===== config.mk =====
export PLATFORM = sky130hd
export DESIGN_NAME = load_store_unit
export DESIGN_NICKNAME = d
export VERILOG_FILES = /design/src/rtl/load_store_unit.sv
export SDC_FILE = /design/constraint.sdc
export NUM_CORES = 1
export LEC_CHECK = 0
export CORE_ASPECT_RATIO = 1.4
export CORE_MARGIN = 1
export CORE_UTILIZATION = 45
export CTS_BUF_LIST = sky130_fd_sc_hd__clkbuf_4
export CTS_CLUSTER_DIAMETER = 120
export DETAILED_ROUTE_END_ITERATION = 8
export GPL_TIMING_DRIVEN = 0
export PLACE_DENSITY = 0.88
export SETUP_SLACK_MARGIN = 0.05
export SLEW_MARGIN = 0
export SYNTH_ARGS = -nofsm -noshare
export SYNTH_HDL_FRONTEND = slang
export SYNTH_SLANG_ARGS = --single-unit

===== constraint.sdc =====
create_clock -name clk_i -period 5.2 [get_ports clk_i]
set_input_delay 1.56 -clock clk_i [delete_from_list [all_inputs] [get_ports clk_i]]
set_output_delay 1.56 -clock clk_i [all_outputs]
set_load 0.05 [all_outputs]

===== src/rtl/load_store_unit.sv =====
// RV32I data-memory access stage: aligns loads/stores onto a word-wide handshaked bus,
// stalls the pipeline while the bus access is outstanding and returns extended load data.
module load_store_unit #(
   parameter int MEM_TIMEOUT = 16
) (
   input  logic        clk_i,
   input  logic        rst_i,
   input  logic        req_valid_i,
   output logic        req_ready_o,
   input  logic        req_read_i,
   input  logic        req_write_i,
   input  logic [2:0]  req_func3_i,
   input  logic [31:0] req_address_i,
   input  logic [31:0] req_store_data_i,
   output logic        resp_valid_o,
   output logic [31:0] resp_data_o,
   output logic        resp_error_o,
   output logic        stall_o,
   output logic [31:0] bus_address_o,
   output logic [31:0] bus_write_data_o,
   output logic [3:0]  bus_byte_enable_o,
   output logic        bus_read_o,
   output logic        bus_write_o,
   input  logic [31:0] bus_read_data_i,
   input  logic        bus_ack_i
);

   typedef enum logic [1:0] {IDLE, ACCESS, RESPOND} state_t;

   localparam int CW = (MEM_TIMEOUT > 0) ? $clog2(MEM_TIMEOUT + 1) : 1;
   localparam logic [CW-1:0] CNT_LAST = (MEM_TIMEOUT > 0) ? CW'(MEM_TIMEOUT - 1) : '0;

   state_t      state_q, state_d;
   logic [2:0]  func3_q, func3_d;
   logic [1:0]  addr_lo_q, addr_lo_d;
   logic [31:0] bus_address_q, bus_address_d;
   logic [31:0] bus_write_data_q, bus_write_data_d;
   logic [3:0]  bus_byte_enable_q, bus_byte_enable_d;
   logic        bus_read_q, bus_read_d;
   logic        bus_write_q, bus_write_d;
   logic [CW-1:0] cnt_q, cnt_d;
   logic [31:0] resp_data_q, resp_data_d;
   logic        resp_error_q, resp_error_d;

   logic        is_byte, is_half, is_word;
   logic        legal_func3, misaligned, req_ok;
   logic [3:0]  req_be;
   logic [31:0] req_wd;
   logic [31:0] lane;
   logic [31:0] load_ext;

   assign is_byte = (req_func3_i[1:0] == 2'b00);
   assign is_half = (req_func3_i[1:0] == 2'b01);
   assign is_word = (req_func3_i[1:0] == 2'b10);

   // Unsigned variants (bit 2) exist only for byte and half loads.
   assign legal_func3 = req_read_i ? ((req_func3_i == 3'b010) || (!is_word && !req_func3_i[1]))
                                   : (!req_func3_i[2] && (req_func3_i[1:0] != 2'b11));
   assign misaligned  = (is_half && req_address_i[0]) || (is_word && (req_address_i[1:0] != 2'b00));
   assign req_ok      = !(req_read_i && req_write_i) && legal_func3 && !misaligned;

   always_comb begin
      req_be = 4'b1111;
      req_wd = req_store_data_i;
      if (is_byte) begin
         req_be = 4'b0001 << req_address_i[1:0];
         req_wd = {4{req_store_data_i[7:0]}};
      end else if (is_half) begin
         req_be = 4'b0011 << req_address_i[1:0];
         req_wd = {2{req_store_data_i[15:0]}};
      end
   end

   assign lane = bus_read_data_i >> {addr_lo_q, 3'b000};

   always_comb begin
      case (func3_q)
         3'b000:  load_ext = {{24{lane[7]}}, lane[7:0]};
         3'b001:  load_ext = {{16{lane[15]}}, lane[15:0]};
         3'b100:  load_ext = {24'd0, lane[7:0]};
         3'b101:  load_ext = {16'd0, lane[15:0]};
         default: load_ext = lane;
      endcase
   end

   always_comb begin
      state_d           = state_q;
      func3_d           = func3_q;
      addr_lo_d         = addr_lo_q;
      bus_address_d     = bus_address_q;
      bus_write_data_d  = bus_write_data_q;
      bus_byte_enable_d = bus_byte_enable_q;
      bus_read_d        = bus_read_q;
      bus_write_d       = bus_write_q;
      cnt_d             = cnt_q;
      resp_data_d       = resp_data_q;
      resp_error_d      = resp_error_q;
      case (state_q)
         IDLE: begin
            if (req_valid_i && (req_read_i || req_write_i)) begin
               if (req_ok) begin
                  state_d           = ACCESS;
                  func3_d           = req_func3_i;
                  addr_lo_d         = req_address_i[1:0];
                  bus_address_d     = {req_address_i[31:2], 2'b00};
                  bus_write_data_d  = req_wd;
                  bus_byte_enable_d = req_be;
                  bus_read_d        = req_read_i;
                  bus_write_d       = req_write_i;
                  cnt_d             = '0;
               end else begin
                  state_d      = RESPOND;
                  resp_data_d  = 32'd0;
                  resp_error_d = 1'b1;
               end
            end
         end
         ACCESS: begin
            // An ack arriving on the final allowed cycle still completes cleanly.
            if (bus_ack_i) begin
               state_d      = RESPOND;
               bus_read_d   = 1'b0;
               bus_write_d  = 1'b0;
               resp_data_d  = bus_read_q ? load_ext : 32'd0;
               resp_error_d = 1'b0;
            end else if ((MEM_TIMEOUT != 0) && (cnt_q == CNT_LAST)) begin
               state_d      = RESPOND;
               bus_read_d   = 1'b0;
               bus_write_d  = 1'b0;
               resp_data_d  = 32'd0;
               resp_error_d = 1'b1;
            end else begin
               cnt_d = cnt_q + CW'(1);
            end
         end
         RESPOND: state_d = IDLE;
         default: state_d = IDLE;
      endcase
   end

   always_ff @(posedge clk_i or posedge rst_i) begin
      if (rst_i) begin
         state_q           <= IDLE;
         func3_q           <= 3'd0;
         addr_lo_q         <= 2'd0;
         bus_address_q     <= 32'd0;
         bus_write_data_q  <= 32'd0;
         bus_byte_enable_q <= 4'd0;
         bus_read_q        <= 1'b0;
         bus_write_q       <= 1'b0;
         cnt_q             <= '0;
         resp_data_q       <= 32'd0;
         resp_error_q      <= 1'b0;
      end else begin
         state_q           <= state_d;
         func3_q           <= func3_d;
         addr_lo_q         <= addr_lo_d;
         bus_address_q     <= bus_address_d;
         bus_write_data_q  <= bus_write_data_d;
         bus_byte_enable_q <= bus_byte_enable_d;
         bus_read_q        <= bus_read_d;
         bus_write_q       <= bus_write_d;
         cnt_q             <= cnt_d;
         resp_data_q       <= resp_data_d;
         resp_error_q      <= resp_error_d;
      end
   end

   assign req_ready_o       = (state_q == IDLE);
   assign stall_o           = (state_q == ACCESS);
   assign resp_valid_o      = (state_q == RESPOND);
   assign resp_data_o       = resp_data_q;
   assign resp_error_o      = resp_error_q;
   assign bus_address_o     = bus_address_q;
   assign bus_write_data_o  = bus_write_data_q;
   assign bus_byte_enable_o = bus_byte_enable_q;
   assign bus_read_o        = bus_read_q;
   assign bus_write_o       = bus_write_q;

endmodule


==> impl_metrics.env, run 1 <==
export IMPL_hold_buffers=0
export IMPL_cts_buffers=17
export IMPL_clk_path_buf_depth=2
export IMPL_hold_path_startpoint="bus_write_data_o[24]"
export IMPL_timing_reg2reg_setup_slack_ps=2600
export IMPL_period_share_pct=74.7
export IMPL_globalRouteTotalUtil_pct=25.1
export IMPL_htreeDepth=4
export IMPL_synth_cells=432
export IMPL_cts_tree="built"
export IMPL_p_total_w=0.00385
export IMPL_layout_commonest_cell="clkdlybuf4s50_1"
export IMPL_fin_ws_ps=1310
export IMPL_synth_seq_cells=113
export IMPL_grt_max_degree=65
export IMPL_fp_coreArea_sq_mm=0.0118
export IMPL_clkLatencyLatePin_ps=520
export IMPL_max_freq_ghz=0.257
export IMPL_p_leak_nw=3.45
export IMPL_met1_length_mm=5.43
export IMPL_hold_violations=0
export IMPL_die_area_sq_mm=0.0126
export IMPL_outcome="completed"
export IMPL_initial_core_util_pct=46.1
export IMPL_crit_start="state_q[0]"
export IMPL_critical_path_class="reg -> out"
export IMPL_cp_arrival_ps=2330
export IMPL_r2r_start="cnt_q[0]"
export IMPL_ir_drop_v=0.000421
export IMPL_skew_ps=10.1
export IMPL_antenna_cells=0
export IMPL_top_level_ports=211
export IMPL_grt_pass1_wl_mm=24.0
export IMPL_grt_pass1_vias=4850
export IMPL_synth_area_leader_cell="dfrtp_1"
export IMPL_grt_antenna_before_repair=0
export IMPL_synthesis_area_sq_mm=0.00545
export IMPL_syn_to_final_growth_pct=47.8
export IMPL_post_cts_resized=0
export IMPL_drt_iter0_drc=167
export IMPL_required_ps=3640
export IMPL_gp_congestion=0.847
export IMPL_rsz0062_at_grt="no"
export IMPL_fp_dieH_um=132
export IMPL_grt_remaining_overflow=0
export IMPL_yosysSeqAreaShare_pct=51.9
export IMPL_synth_cell_types=47
export IMPL_setup_viol=0
export IMPL_portBuffers=206
export IMPL_final_nets=770
export IMPL_met2_length_mm=8.05
export IMPL_cts_sinks=113
export IMPL_slew_headroom_pct=50.7
export IMPL_dp_slack_ps=1150
export IMPL_post_route_util_pct=68.1
export IMPL_hold_path_class="reg -> reg"
export IMPL_startpoint_type="register"
export IMPL_synthTopCellsByArea="dfrtp_1 (52%), mux2_1 (12%), mux2i_1 (6.4%)"
export IMPL_tns_ps=0
export IMPL_dr_pass1_iters=4
export IMPL_worstMarginPinSlew_ps=737
export IMPL_syn_avg_cell_area_sq_um=12.6
export IMPL_cp_max_fo=8
export IMPL_crit_path_end_kind="output pin"
export IMPL_totalWireLength_mm=15.0
export IMPL_top_layer="met4"
export IMPL_synth_top_area_share_pct=51.9
export IMPL_ys_warn_count=0
export IMPL_maxSlewViolCount=0
export IMPL_rows=47
export IMPL_dp_hpwl_mm=11.6
export IMPL_wl_per_cell_um=18.4
export IMPL_period_needed_ps=3890
export IMPL_powerDensity_mw_per_mm2=477
export IMPL_postCtsSetupRepairBufs=0
export IMPL_drcViolationCount=0
export IMPL_fp_dieW_um=95
export IMPL_met3WireLength_mm=1.15
export IMPL_drtAntennaViolNets=0
export IMPL_viasPerCell=5.46
export IMPL_final_cell_mix="clkdlybuf4s50_1 (206), dfrtp_1 (113), mux2_1 (57)"
export IMPL_cap_violations=0
export IMPL_drive_gt1_share_pct=11.8
export IMPL_root_buffer="clkbuf_4"
export IMPL_clkTransAtPathRegs_ps=100
export IMPL_vias=4471
-- power by group --
part | total, W | internal, W | leakage [nW] | switching [W]
Sequential | 0.00124 | 0.00111 | 1.43 | 0.000133
Combinational | 0.00186 | 0.000675 | 1.85 | 0.00119
Clock | 0.000741 | 0.000385 | 0.163 | 0.000356
Total | 0.00385 | 0.00217 | 3.45 | 0.00168
-- cells in the mapped netlist (all sizes together) --
master / number
nor4b: 1
and3: 2
mux4: 1
o21ai: 37
o21bai: 2
o2bb2ai: 20
nand2b: 2
nand3: 1
or2: 1
nor3: 2
a221o: 17
conb: 1
or3: 1
o22ai: 2
a2bb2oi: 2
nor4: 1
o21a: 1
buf: 20
a221oi: 1
ha: 6
nand4: 1
nor2b: 6
nand4b: 1
mux2: 73
nor2: 17
a21oi: 16
nand2: 14
a41o: 1
clkbuf: 13
a32o: 1
nor3b: 2
dfrtp: 113
a22o: 4
xor2: 1
inv: 9
mux2i: 35
a211oi: 4
-- worst max-delay path, stage by stage (launching register included) --
cell	delay, ps
dfrtp_1	340
buf_2	200
nor2b_1	390
clkdlybuf4s50_1	880
-- kinds of logic (layout without fill, tap and decap cells) --
kind of cell / Yosys count / in the layout / share of synthesized area [%]
DFF: 113 / 113 / 51.9
muxes: 109 / 109 / 21.9
AOI/OAI and AO/OA: 108 / 108 / 14.2
and+or+nand+nor: 52 / 52 / 5.49
buffers and inverters: 42 / 281 / 4.87
adders and majority gates: 6 / 6 / 1.38
other: 1 / 2 / 0.0688
xor gates and xnor gates: 1 / 1 / 0.161
-- metal layers --
metal / track usage (%) / vias up
met4: 10.5 / 0
met2: 43.6 / 181
li1: - / 2056
met5: 0 / -
met1: 27.6 / 2192
met3: 8.02 / 42
-- final cells by class --
type	count	area [sq um]
multi-input cells	278	2360
well taps	147	184
plain buffers	33	231
clock inverters	14	190
inverters	9	36.3
fillers	844	3770
clock buffers	18	135
flip-flops and latches	113	2830
repair buffers	207	2090
-- worst paths after layout --
| check | to | cells past startpoint |
|---|---|---|
| worst max-delay path | stall_o | 3 |
| worst min-delay path | bus_write_data_o[24] | 1 |
| worst max register to register | resp_error_o | 9 |
| worst min register to register | bus_write_data_o[24] | 1 |
| max in group asynchronous | bus_write_data_o[12] | 3 |
| min in group asynchronous | bus_address_o[10] | 2 |
-- registers in the layout (all words and copies together), names as in the netlist --
| register | count |
|---|---|
| addr_lo_q | 2 |
| bus_address_o | 30 |
| bus_byte_enable_o | 4 |
| bus_read_o | 1 |
| bus_write_data_o | 32 |
| bus_write_o | 1 |
| cnt_q | 5 |
| func3_q | 3 |
| resp_data_o | 32 |
| resp_error_o | 1 |
| state_q | 2 |
-- metrics by stage --
step / area, sq um / hold WS [ps] / cells
5_1_grt: 8050 / 512 / 819
6_report: 8050 / 494 / 819
3_5_place_dp: 7730 / 473 / 787
2_1_floorplan: 5450 / 478 / 433
4_1_cts: 8050 / 497 / 819
3_3_place_gp: 7700 / 467 / 786
No activity file was read; power rests on OpenSTA's default activity.
==> run 2: changes to the inputs <==
==> constraint.sdc (replaced) <==
create_clock -name clk_i -period 3.6 [get_ports clk_i]
set_input_delay 1.08 -clock clk_i [delete_from_list [all_inputs] [get_ports clk_i]]
set_output_delay 1.08 -clock clk_i [all_outputs]
set_load 0.05 [all_outputs]
==> run 2 against run 1 <==
  * Register-to-register slack worse by 1600 ps
  * Core utilization down 0.26 points
  * First-iteration DRC count up 14%
  * Critical path type unchanged
  * Die area unchanged
  * Combinational power up 45%
  * Sequential share of layout area up 0.14 points
==> impl_metrics.env, run 2 (synthesized netlist as in run 1, its figures left out) <==
export IMPL_skew_ps=17.4
export IMPL_powerDensity_mw_per_mm2=676
export IMPL_grt_max_degree=45
export IMPL_viasPerCell=5.43
export IMPL_r2r_cells=9
export IMPL_drcViolationCount=0
export IMPL_post_route_util_pct=67.9
export IMPL_fp_coreArea_sq_mm=0.0118
export IMPL_power_share_clock_pct=17.2
export IMPL_period_share_pct=95.2
export IMPL_drive_gt1_share_pct=12.0
export IMPL_portBuffers=206
export IMPL_clkTransAtPathRegs_ps=120
export IMPL_hold_path_class="reg -> reg"
export IMPL_timing_reg2reg_setup_slack_ps=1030
export IMPL_final_cell_mix="clkdlybuf4s50_1 (206), dfrtp_1 (113), mux2_1 (57)"
export IMPL_cp_arrival_ps=2350
export IMPL_totalWireLength_mm=15.1
export IMPL_tns_ps=0
export IMPL_cpMaxStageDelayCell="clkdlybuf4s50_1"
export IMPL_gp_congestion=0.836
export IMPL_met3WireLength_mm=1.07
export IMPL_grt_antenna_before_repair=1
export IMPL_cts_tree="built"
export IMPL_grt_pass1_wl_mm=24.4
export IMPL_nFillCells=843
export IMPL_crit_path_end_kind="output pin"
export IMPL_cts_sinks=113
export IMPL_post_place_cells=788
export IMPL_top_level_ports=211
export IMPL_fp_dieW_um=95
export IMPL_r2r_end="resp_error_o"
export IMPL_crit_start="state_q[0]"
export IMPL_power_internal_w=0.00299
export IMPL_final_nets=771
export IMPL_clk_path_buf_depth=2
export IMPL_fp_dieH_um=132
export IMPL_fin_ws_ps=174
export IMPL_p_leak_nw=3.42
export IMPL_cp_slowest_stage_delay_ps=880
export IMPL_finalNonFillerCells=821
export IMPL_r2r_start="cnt_q[0]"
export IMPL_startpoint_type="register"
export IMPL_ir_drop_v=0.000643
export IMPL_met1_length_mm=5.54
export IMPL_pwr_share_comb_pct=49.8
export IMPL_max_freq_ghz=0.292
export IMPL_grt_pass1_vias=4955
export IMPL_drtAntennaViolNets=0
export IMPL_wl_per_cell_um=18.4
export IMPL_met2_length_mm=8.08
export IMPL_cp_max_fo=8
export IMPL_worstMarginPinSlew_ps=826
export IMPL_rsz0062_at_grt="no"
export IMPL_grt_remaining_overflow=0
export IMPL_dp_hpwl_mm=11.8
export IMPL_p_sw_w=0.00243
export IMPL_cts_buffers=17
export IMPL_vias=4459
export IMPL_hold_violations=0
export IMPL_htreeDepth=4
export IMPL_dp_slack_ps=112
export IMPL_clkLatencyLatePin_ps=520
export IMPL_layout_commonest_cell="clkdlybuf4s50_1"
export IMPL_seq_power_share_pct=33.0
export IMPL_cap_violations=0
export IMPL_hold_buffers=0
export IMPL_globalRouteTotalUtil_pct=25.5
export IMPL_postCtsSetupRepairBufs=0
export IMPL_worst_hold_slack_ps=491
export IMPL_drt_iter0_drc=190
export IMPL_setup_viol=0
export IMPL_slew_headroom_pct=44.7
export IMPL_path_cells="buf_2 -> nor2b_1 -> clkdlybuf4s50_1"
export IMPL_initial_core_util_pct=46.1
export IMPL_maxSlewViolCount=0
export IMPL_required_ps=2520
export IMPL_rows=47
export IMPL_outcome="completed"
export IMPL_root_buffer="clkbuf_4"
export IMPL_syn_to_final_growth_pct=47.2
export IMPL_p_sw_share_pct=44.8
export IMPL_period_needed_ps=3430
export IMPL_crit_end="stall_o"
export IMPL_critical_path_class="reg -> out"
export IMPL_die_area_sq_mm=0.0126
export IMPL_post_cts_resized=0
export IMPL_top_layer="met4"
export IMPL_dr_pass1_iters=4
run 2: per-layer routing:
metal / GRT usage, % / up-vias
li1: - / 2055
met1: 26.3 / 2176
met3: 8.42 / 39
met2: 45.2 / 189
met4: 12.1 / 0
met5: 0 / -
run 2: critical path: cells and delay by family (launching register included):
kind,cells,cell delay [ps]
buffers and inverters,2,1080
AND/OR/NAND/NOR,1,390
flip-flops,1,340
run 2: area by class of cell:
class	count	area [sq um]	area share, %
repair buffers	208	2100	26.2
plain buffers	33	231	2.89
flip-flops and latches	113	2830	35.2
well taps	147	184	2.29
clock inverters	14	143	1.78
inverters	9	37.5	0.468
clock buffers	18	135	1.68
diodes	1	2.50	0.0312
multi-input cells	278	2360	29.4
run 2: per-stage QoR:
stage	area [sq um]	total power [W]
4_1_cts	8020	0.00545
6_report	8020	0.00542
5_1_grt	8020	0.00565
3_3_place_gp	7700	0.00444
3_5_place_dp	7740	0.00451
2_1_floorplan	5460	0.00352
run 2: worst min-delay path by stage:
stage | start | end | depth (start not counted)
2_1_floorplan | cnt_q[0] | cnt_q[0] | 1
3_3_place_gp | bus_write_data_o[0] | bus_write_data_o[0] | 1
3_5_place_dp | resp_data_o[4] | resp_data_o[4] | 1
4_1_cts | bus_address_o[7] | bus_address_o[7] | 1
5_1_grt | bus_address_o[24] | bus_address_o[24] | 1
6_report | bus_address_o[19] | bus_address_o[19] | 1
run 2: power groups by stage:
stage | logic [W] | clock network [W] | registers, W
global route | 0.00281 | 0.00101 | 0.00183
global placement | 0.00265 | 0 | 0.00179
finish | 0.00270 | 0.000931 | 0.00179
floorplan | 0.000657 | 0 | 0.00287
CTS | 0.00271 | 0.000948 | 0.00179
detailed placement | 0.00270 | 0 | 0.00181
